**config.mk**
```make
export PLATFORM = sky130hd
export DESIGN_NAME = acc16_seq_flat
export DESIGN_NICKNAME = d
export VERILOG_FILES = /design/src/rtl/acc16_seq_if.sv /design/src/rtl/acc16_seq.sv /design/src/flat_wrapper.sv
export SDC_FILE = /design/constraint.sdc
export NUM_CORES = 1
export LEC_CHECK = 0
export BUFFER_PORTS_ARGS = -buffer_cell sky130_fd_sc_hd__buf_2
export CAP_MARGIN = 25
export CELL_PAD_IN_SITES_DETAIL_PLACEMENT = 0
export CELL_PAD_IN_SITES_GLOBAL_PLACEMENT = 1
export CORE_ASPECT_RATIO = 1.25
export CORE_MARGIN = 5
export CORE_UTILIZATION = 40
export CTS_CLUSTER_DIAMETER = 150
export DETAILED_ROUTE_END_ITERATION = 8
export PLACE_DENSITY = 0.75
export SLEW_MARGIN = 10
export SYNTH_ARGS = -nofsm -noshare
export SYNTH_HDL_FRONTEND = slang
export SYNTH_SLANG_ARGS = --single-unit
```
**constraint.sdc**
```tcl
create_clock -name clk -period 2.88 [get_ports clk]
set_input_delay 0.144 -clock clk [delete_from_list [all_inputs] [get_ports clk]]
set_output_delay 0.144 -clock clk [all_outputs]
set_load 0.05 [all_outputs]
```
**src/rtl/acc16_seq_if.sv**
```systemverilog
// acc16_seq_if -- operand/handshake bundle for acc16_seq.
//   master: drives start, len, din, din_valid; observes din_ready, sum,
//           carry_cnt, busy, done.
//   slave : the accumulator side (acc16_seq).
// CNT_W must match the CNT_W of the attached acc16_seq.
interface acc16_seq_if #(
    parameter int CNT_W = 4
) ();
    logic             start;
    logic [CNT_W-1:0] len;
    logic [15:0]      din;
    logic             din_valid;
    logic             din_ready;
    logic [15:0]      sum;
    logic [CNT_W-1:0] carry_cnt;
    logic             busy;
    logic             done;

    modport master (
        output start, len, din, din_valid,
        input  din_ready, sum, carry_cnt, busy, done
    );

    modport slave (
        input  start, len, din, din_valid,
        output din_ready, sum, carry_cnt, busy, done
    );
endinterface

```
**src/rtl/acc16_seq.sv**
```systemverilog
// acc16_seq -- sequential 16-bit accumulator with carry-out counting.
//   clk       : clock, all state changes on rising edge
//   rst       : asynchronous active-high reset
//   bus.slave : start/len launch a run of len operands (0 = 2^CNT_W);
//               din/din_valid/din_ready transfer operands; sum and
//               carry_cnt report the running/final result; busy is high
//               while accumulating; done pulses one cycle at run end.
// Build option: define ACC16_SAT_EN to saturate sum at 16'hFFFF on carry.
// The adder is four 4-bit carry-lookahead groups (acc16_cla4) with a
// second lookahead level across the group generate/propagate terms.

// One 4-bit CLA group: sum bits plus group generate/propagate.
module acc16_cla4 (
    input  logic [3:0] a,
    input  logic [3:0] b,
    input  logic       cin,
    output logic [3:0] s,
    output logic       gg,
    output logic       pg
);
    logic [3:0] g;
    logic [3:0] p;
    logic [3:0] c;

    assign g = a & b;
    assign p = a ^ b;

    assign c[0] = cin;
    assign c[1] = g[0] | (p[0] & cin);
    assign c[2] = g[1] | (p[1] & g[0]) | (p[1] & p[0] & cin);
    assign c[3] = g[2] | (p[2] & g[1]) | (p[2] & p[1] & g[0]) |
                  (p[2] & p[1] & p[0] & cin);

    assign s  = p ^ c;
    // Group terms are independent of cin so the upper level can look ahead.
    assign gg = g[3] | (p[3] & g[2]) | (p[3] & p[2] & g[1]) |
                (p[3] & p[2] & p[1] & g[0]);
    assign pg = &p;
endmodule

module acc16_seq #(
    parameter int CNT_W = 4
) (
    input logic        clk,
    input logic        rst,
    acc16_seq_if.slave bus
);
    localparam int NUM_GRP = 4;
    localparam logic [CNT_W:0] RUN_MAX = {1'b1, {CNT_W{1'b0}}};
    localparam logic [CNT_W:0] RUN_ONE = {{CNT_W{1'b0}}, 1'b1};

    typedef enum logic [1:0] {IDLE, ACCUM, DONE} state_e;

    state_e           state_q, state_d;
    logic [15:0]      sum_q, sum_d;
    logic [CNT_W-1:0] carry_cnt_q, carry_cnt_d;
    // One extra bit so len=0 can be held as 2^CNT_W operands.
    logic [CNT_W:0]   rem_q, rem_d;

    logic [NUM_GRP-1:0][3:0] grp_s;
    logic [NUM_GRP-1:0]      grp_g;
    logic [NUM_GRP-1:0]      grp_p;
    logic [NUM_GRP:0]        grp_c;
    logic [15:0]             add_s;
    logic                    add_co;

    for (genvar gi = 0; gi < NUM_GRP; gi++) begin : g_cla
        acc16_cla4 u_cla (
            .a  (sum_q[gi*4 +: 4]),
            .b  (bus.din[gi*4 +: 4]),
            .cin(grp_c[gi]),
            .s  (grp_s[gi]),
            .gg (grp_g[gi]),
            .pg (grp_p[gi])
        );
    end

    // Group carries straight from G/P terms (carry-in 0), no ripple.
    always_comb begin
        grp_c = '0;
        for (int k = 0; k < NUM_GRP; k++) begin
            for (int j = 0; j <= k; j++) begin
                logic term;
                term = grp_g[j];
                for (int m = j + 1; m <= k; m++) term = term & grp_p[m];
                grp_c[k+1] = grp_c[k+1] | term;
            end
        end
    end

    assign add_s  = grp_s;
    assign add_co = grp_c[NUM_GRP];

    always_comb begin
        state_d     = state_q;
        sum_d       = sum_q;
        carry_cnt_d = carry_cnt_q;
        rem_d       = rem_q;
        case (state_q)
            IDLE: begin
                if (bus.start) begin
                    sum_d       = '0;
                    carry_cnt_d = '0;
                    rem_d       = (bus.len == '0) ? RUN_MAX : {1'b0, bus.len};
                    state_d     = ACCUM;
                end
            end
            ACCUM: begin
                if (bus.din_valid) begin
`ifdef ACC16_SAT_EN
                    // Once at 16'hFFFF any nonzero operand carries again,
                    // so saturation persists without a separate flag.
                    sum_d = add_co ? 16'hFFFF : add_s;
`else
                    sum_d = add_s;
`endif
                    if (add_co) carry_cnt_d = carry_cnt_q + 1'b1;
                    rem_d = rem_q - RUN_ONE;
                    if (rem_q == RUN_ONE) state_d = DONE;
                end
            end
            DONE:    state_d = IDLE;
            default: state_d = IDLE;
        endcase
    end

    always_ff @(posedge clk or posedge rst) begin
        if (rst) begin
            state_q     <= IDLE;
            sum_q       <= '0;
            carry_cnt_q <= '0;
            rem_q       <= '0;
        end else begin
            state_q     <= state_d;
            sum_q       <= sum_d;
            carry_cnt_q <= carry_cnt_d;
            rem_q       <= rem_d;
        end
    end

    assign bus.din_ready = (state_q == ACCUM);
    assign bus.busy      = (state_q == ACCUM);
    assign bus.done      = (state_q == DONE);
    assign bus.sum       = sum_q;
    assign bus.carry_cnt = carry_cnt_q;
endmodule

```
**src/flat_wrapper.sv**
```systemverilog
// flat-port wrapper written by rule: the top's interface ports become plain ports
module acc16_seq_flat 
#(
    parameter int CNT_W = 4
)
  (clk, rst, bus_start, bus_len, bus_din, bus_din_valid, bus_din_ready, bus_sum, bus_carry_cnt, bus_busy, bus_done);
  acc16_seq_if #(.CNT_W(CNT_W)) bus_i ();
  input logic clk;
  input logic rst;
  input wire logic [$bits(bus_i.start)-1:0] bus_start;
  input wire logic [$bits(bus_i.len)-1:0] bus_len;
  input wire logic [$bits(bus_i.din)-1:0] bus_din;
  input wire logic [$bits(bus_i.din_valid)-1:0] bus_din_valid;
  output wire logic [$bits(bus_i.din_ready)-1:0] bus_din_ready;
  output wire logic [$bits(bus_i.sum)-1:0] bus_sum;
  output wire logic [$bits(bus_i.carry_cnt)-1:0] bus_carry_cnt;
  output wire logic [$bits(bus_i.busy)-1:0] bus_busy;
  output wire logic [$bits(bus_i.done)-1:0] bus_done;
  assign bus_i.start = bus_start;
  assign bus_i.len = bus_len;
  assign bus_i.din = bus_din;
  assign bus_i.din_valid = bus_din_valid;
  assign bus_din_ready = bus_i.din_ready;
  assign bus_sum = bus_i.sum;
  assign bus_carry_cnt = bus_i.carry_cnt;
  assign bus_busy = bus_i.busy;
  assign bus_done = bus_i.done;
  acc16_seq #(.CNT_W(CNT_W)) u_core (.clk(clk), .rst(rst), .bus(bus_i));
endmodule
```
==> results of run 1 <==
worst max path at each step:
stage                     slack (ns)                  to
after floorplan                 0.31  u_core.bus.sum[13]
after global placement          0.49  u_core.bus.sum[13]
after detailed placement        0.38  u_core.bus.sum[13]
after CTS                       0.39  u_core.bus.sum[13]
after global routing            0.21  u_core.bus.sum[13]
final                           0.41  u_core.bus.sum[13]
power breakdown:
group          total, uW  internal, uW  switching (uW)
registers            735           563             171
clock network        227          97.3             129
logic               1980           692            1290
state kept, by name, summed over array words and instances (netlist names):
register / flops
u_core.bus.carry_cnt: 4
u_core.bus.sum: 16
u_core.state_q: 2
u_core.rem_q: 5
synth_stat cells, drive strengths merged:
cell type	number	share of area (%)
and3	1	0.39
a41oi	1	0.85
inv	7	1.5
and2	2	0.72
or2b	2	0.92
a221o	1	0.52
a31oi	2	0.98
xnor2	8	3.7
ha	19	12
nor3b	1	0.39
a21o	5	2.0
o21bai	1	0.39
nand3	3	0.79
and2b	1	0.46
o311ai	1	0.46
a22o	6	2.8
nand2b	2	0.79
xor2	1	0.46
nand3b	1	0.39
fa	4	4.2
o22ai	2	0.66
nor3	2	0.52
a211oi	5	2.2
nor4	2	0.66
a211o	2	0.92
o21ai	18	5.3
nor2	10	2.0
buf	2	0.79
o41ai	1	0.46
o21a	3	1.2
mux2	1	0.59
o31a	1	0.46
dfrtp	27	35
a21oi	17	5.1
nor2b	1	0.33
clkbuf	4	0.79
nand2	24	4.7
o31ai	5	2.2
a41o	1	0.52
cells by family after synthesis:
family	after synthesis	share of synthesized area (%)
multiplexers	1	0.5905
buffers and inverters	13	3.084
AND/OR/NAND/NOR	52	13.06
XOR/XNOR	9	4.134
AO/OA/AOI/OAI	72	27.04
adder cells (fa/ha/maj)	23	16.67
flip-flops	27	35.43
critical path, cell delays in order, from the launching register on:
cell     delay, ns
dfrtp_1       0.41
ha_1          0.37
a41oi_2       0.25
o21ai_4       0.12
a21oi_2       0.23
a21oi_2       0.11
a21o_1        0.20
fa_1          0.37
xnor2_1       0.14
o31ai_1       0.19
per-stage QoR:
stage               total power (uW)  utilization [%]  area, um^2  hold slack, ns
floorplan                       2339                -        1907          0.1967
global placement                2746            46.80        2197          0.2339
detailed placement              2747            46.80        2197          0.2379
CTS                             2986            48.00        2253          0.1138
global route                    3228            48.00        2253          0.1118
finish                          2944            48.00        2253          0.1171
final cells by class:
class	instances	area, um^2	share of cell area [%]
multi-input combinational	157	1172	52.03
sequential	27	675.6	29.98
timing repair buffer	49	255.2	11.33
tap	60	75.07	3.331
clock buffer	3	41.29	1.832
inverter	7	28.78	1.277
clock inverter	1	5.005	0.2221
layer usage:
metal	share of wire [%]	global-route usage, %
met5	0	0
met4	2.0	5.128
met3	5.1	1.963
met2	48	26.51
met1	45	20.07
==> out/results.tsv, run 1 <==
stage	metric	value	unit
run_status	outcome	finished clean	
clock_network	postCtsSetupRepairBufs	0	
grt	antenna_found_initial	0	
grt	grt_util_all_layers	15.48	%
critical_path	start_kind	register	
run	max_cap_violations	0	
sta	finalWorstSetupSlack	0.4111	ns
sta	final_max_slew_viol_count	0	
detailed_routing	antenna_left	0	
critical_path	r2r.worst_path.cells	9	
min_path	min-delay-start	bus_len[0]	
critical_path	critical_path_required	3.07	ns
grt	grt_max_degree	29	
min_path	whs_path_depth	3	
detailed_routing	vias	1656	
floorplan	ios	47	
sta	timing.final.crit_period	2.469	ns
grt	grt_pass1_vias	1643	
final_layout	final_cells	304	
synthesis	ys_ff_latch	27	
synthesis	synth_warnings	0	
final_layout	drive_gt1_share	28.28	%
sta	hold_viol	0	
sta	worstMarginPinSlew	0.8799	ns
critical_path	crit_fanout	5	
detailed_routing	dr.first_iter.drc_count	66	
detailed_routing	routed_wl	4.438	mm
critical_path	critPathKind	register to register	
critical_path	r2r_start	u_core.bus.sum[2]	
sta	fin_setup_tns	0	ns
sta	skew	0.001958	ns
sta	slew_headroom	41.34	%
clock_network	clock_path_buffers	2	
min_path	min_to	u_core.rem_q[0]	
synthesis	yosysSeqAreaShare	35.43	%
clock_network	clk_latency	0.28	ns
detailed_routing	wl_per_cell	14.60	um
final_layout	nFillCells	495	
clock_network	postCtsHoldBufs	1	
synthesis	synth.avg_cell_area	9.679	um^2
synthesis	synth_cells	197	
final_layout	area_growth	18.18	%
pwr	p_leak	0.001090	uW
floorplan	dieHeight	87.20	um
place	numPortBuffers	46	
sta	rsz0062_at_grt	false	
floorplan	fp.coreArea	4695	um^2
clock_network	cts_resized	0	
clock_network	root_buffer	clkbuf_8	
clock_network	h-tree-depth	1	
clock_network	numCtsBuffers	3	
critical_path	regToRegEndpoint	u_core.bus.sum[13]	
pwr	power_density	1307	nW/um^2
clock_network	cts_tree	done	
floorplan	die_area	6257	um^2
detailed_routing	first_pass_iters	4	
sta	max_freq	0.4050	GHz
place	hpwlAfterDp	3.390	mm
critical_path	reg2reg_slack	0.41	ns
clock_network	clk_pin_slew	0.10	ns
sta	setup_viol	0	
floorplan	dieWidth	71.76	um
place	placed_cells	299	
critical_path	startpoint	u_core.bus.sum[2]	
sta	period_share	85.72	%
pwr	vdd_drop_max	0.0005031	V
floorplan	start_util	40.62	%
final_layout	diodes	0	
place	place_congestion	0.7577	
critical_path	critical_path_arrival	2.66	ns
clock_network	clock-sinks	27	
final_layout	nets	292	
detailed_routing	drc	0	
floorplan	std_cell_rows	28	
synthesis	syn_nets	244	
final_layout	mostFrequentLayoutCell	buf_2	
grt	gr-total-overflow	0	
final_layout	layout.cells.most_common_list	buf_2, dfrtp_1, nand2_1, ha_1, a21oi_1	
place	place_ws	0.3848	ns
grt	grt_pass1_wl	7.645	mm
critical_path	end_kind	register	
min_path	hold_class	primary input to register	
synthesis	synth_cell_type_count	49	
synthesis	syn_area	1907	um^2
detailed_routing	vias_per_cell	5.447	
(Power assumes the default switching activity.)
==> run 2, diff against run 1 <==
Settings changed: PLACE_DENSITY 0.75 to 0.79, RECOVER_POWER from default to 100.
==> out/results.tsv, run 2 (same netlist as run 1, synthesis figures left out) <==
stage	metric	value	unit
sta	max_freq	0.3941	GHz
final_layout	layout.cells.most_common_list	dfrtp_1, clkbuf_1, nand2_1, buf_2, ha_1	
pwr	power_density	1314	nW/um^2
sta	period_share	88.10	%
sta	slew_headroom	39.52	%
grt	grt_pass1_vias	1655	
sta	fin_setup_tns	0	ns
floorplan	die_area	6257	um^2
floorplan	start_util	40.62	%
final_layout	area_growth	14.89	%
final_layout	drive_gt1_share	15.98	%
final_layout	multiInputGateArea	1146	um^2
detailed_routing	routed_wl	4.503	mm
pwr	power.switching	1584	uW
sta	skew	0.005490	ns
sta	rsz0062_at_grt	false	
pwr	swShare	55.03	%
sta	final_max_slew_viol_count	0	
final_layout	largest_reg_flops	16	
place	place_congestion	0.8193	
detailed_routing	antenna_left	0	
final_layout	nets	292	
pwr	p_leak	0.001014	uW
critical_path	critical_path_arrival	2.73	ns
clock_network	root_buffer	clkbuf_8	
floorplan	fp.coreArea	4695	um^2
final_layout	nFillCells	497	
detailed_routing	wl_per_cell	14.81	um
grt	grt.met3_usage	1.963	%
final_layout	diodes	0	
pwr	clockPowerShare	7.7	%
sta	timing.final.crit_period	2.537	ns
clock_network	cts_tree	done	
pwr	seqPwrFrac	25.7	%
clock_network	postCtsHoldBufs	1	
clock_network	clk_latency	0.28	ns
grt	grt_max_degree	29	
grt	grt_pass1_wl	7.424	mm
sta	fin_hold_ws	0.1152	ns
sta	setup_viol	0	
grt	gr-total-overflow	0	
critical_path	critical_path_required	3.07	ns
floorplan	dieHeight	87.20	um
run	max_cap_violations	0	
clock_network	cts_resized	0	
clock_network	clock_path_buffers	2	
clock_network	h-tree-depth	1	
detailed_routing	drc	0	
pwr	vdd_drop_max	0.0005644	V
detailed_routing	vias_per_cell	5.339	
floorplan	ios	47	
grt	use_met1	18.79	%
floorplan	dieWidth	71.76	um
grt	top_usage_layer	met2	
clock_network	clk_pin_slew	0.10	ns
place	place_ws	0.4477	ns
sta	worstMarginPinSlew	0.9072	ns
clock_network	numCtsBuffers	3	
sta	hold_viol	0	
critical_path	crit_fanout	5	
final_layout	seqCellArea	675.6	um^2
grt	grt_util_met2	26.67	%
place	hpwlAfterDp	3.520	mm
critical_path	end_kind	register	
sta	finalWorstSetupSlack	0.3428	ns
place	numPortBuffers	46	
detailed_routing	dr.first_iter.drc_count	73	
pwr	p_comb_share	66.5	%
clock_network	postCtsSetupRepairBufs	0	
run_status	outcome	finished clean	
grt	antenna_found_initial	0	
final_layout	mostFrequentLayoutCell	dfrtp_1	
clock_network	clock-sinks	27	
min_path	hold_class	primary input to register	
pwr	internal-power	1295	uW
critical_path	start_kind	register	
critical_path	critPathKind	register to register	
detailed_routing	first_pass_iters	4	
detailed_routing	vias	1623	
grt	grt_util_all_layers	15.16	%
floorplan	std_cell_rows	28	
-- run 2: cell types whose count changed in the layout (fill, tap and decap cells not counted), sizes merged --
cell / delta
buf: -25
clkbuf: +25
-- run 2: cell type report --
class | instances | area share [%]
multi-input combinational | 157 | 52.31
inverter | 7 | 1.314
tap | 60 | 3.427
sequential | 27 | 30.84
clock inverter | 1 | 0.2284
timing repair buffer | 49 | 9.994
clock buffer | 3 | 1.885
-- run 2: final timing paths --
| kind | from | endpoint | cells after the start | slack, ns |
|---|---|---|---|---|
| worst max-delay path | u_core.bus.sum[2] | u_core.bus.sum[13] | 9 | 0.34 |
| worst min-delay path | bus_len[0] | u_core.rem_q[0] | 3 | 0.12 |
| worst max register to register | u_core.bus.sum[2] | u_core.bus.sum[13] | 9 | 0.34 |
| worst min register to register | u_core.rem_q[4] | u_core.rem_q[4] | 2 | 0.52 |
| max in group asynchronous | rst | u_core.bus.sum[15] | 4 | 1.29 |
| min in group asynchronous | rst | u_core.rem_q[3] | 3 | 0.41 |
-- run 2: worst max-delay path, cell delays in order, from the launching register on --
cell and delay, ns:
dfrtp_1 0.41, ha_1 0.36, a41oi_1 0.31, o21ai_4 0.13
a21oi_2 0.23, a21oi_2 0.11, a21o_1 0.20, fa_1 0.37
xnor2_1 0.14, o31ai_1 0.18
-- run 2: stage by stage --
step	util (%)	area (um^2)	std cells	total power (uW)
floorplan	-	1907	197	2339
global placement	46.64	2190	298	2735
detailed placement	47.23	2217	299	2756
CTS	48.43	2273	304	2992
global route	46.67	2191	304	3149
finish	46.67	2191	304	2879
-- run 2: metal layers --
metal	up-vias	wire length, um
met4	0	71
met2	31	2179
met5	-	0
li1	817	-
met3	5	192
met1	770	2060
-- run 2: power by group through the flow --
| stage | Combinational (uW) | Sequential, uW | Clock (uW) |
|---|---|---|---|
| finish | 1920 | 741 | 223 |
| global route | 2120 | 779 | 248 |
| CTS | 2020 | 741 | 232 |
| detailed placement | 2010 | 748 | 0 |
| global placement | 2000 | 739 | 0 |
| floorplan | 1150 | 1190 | 0 |
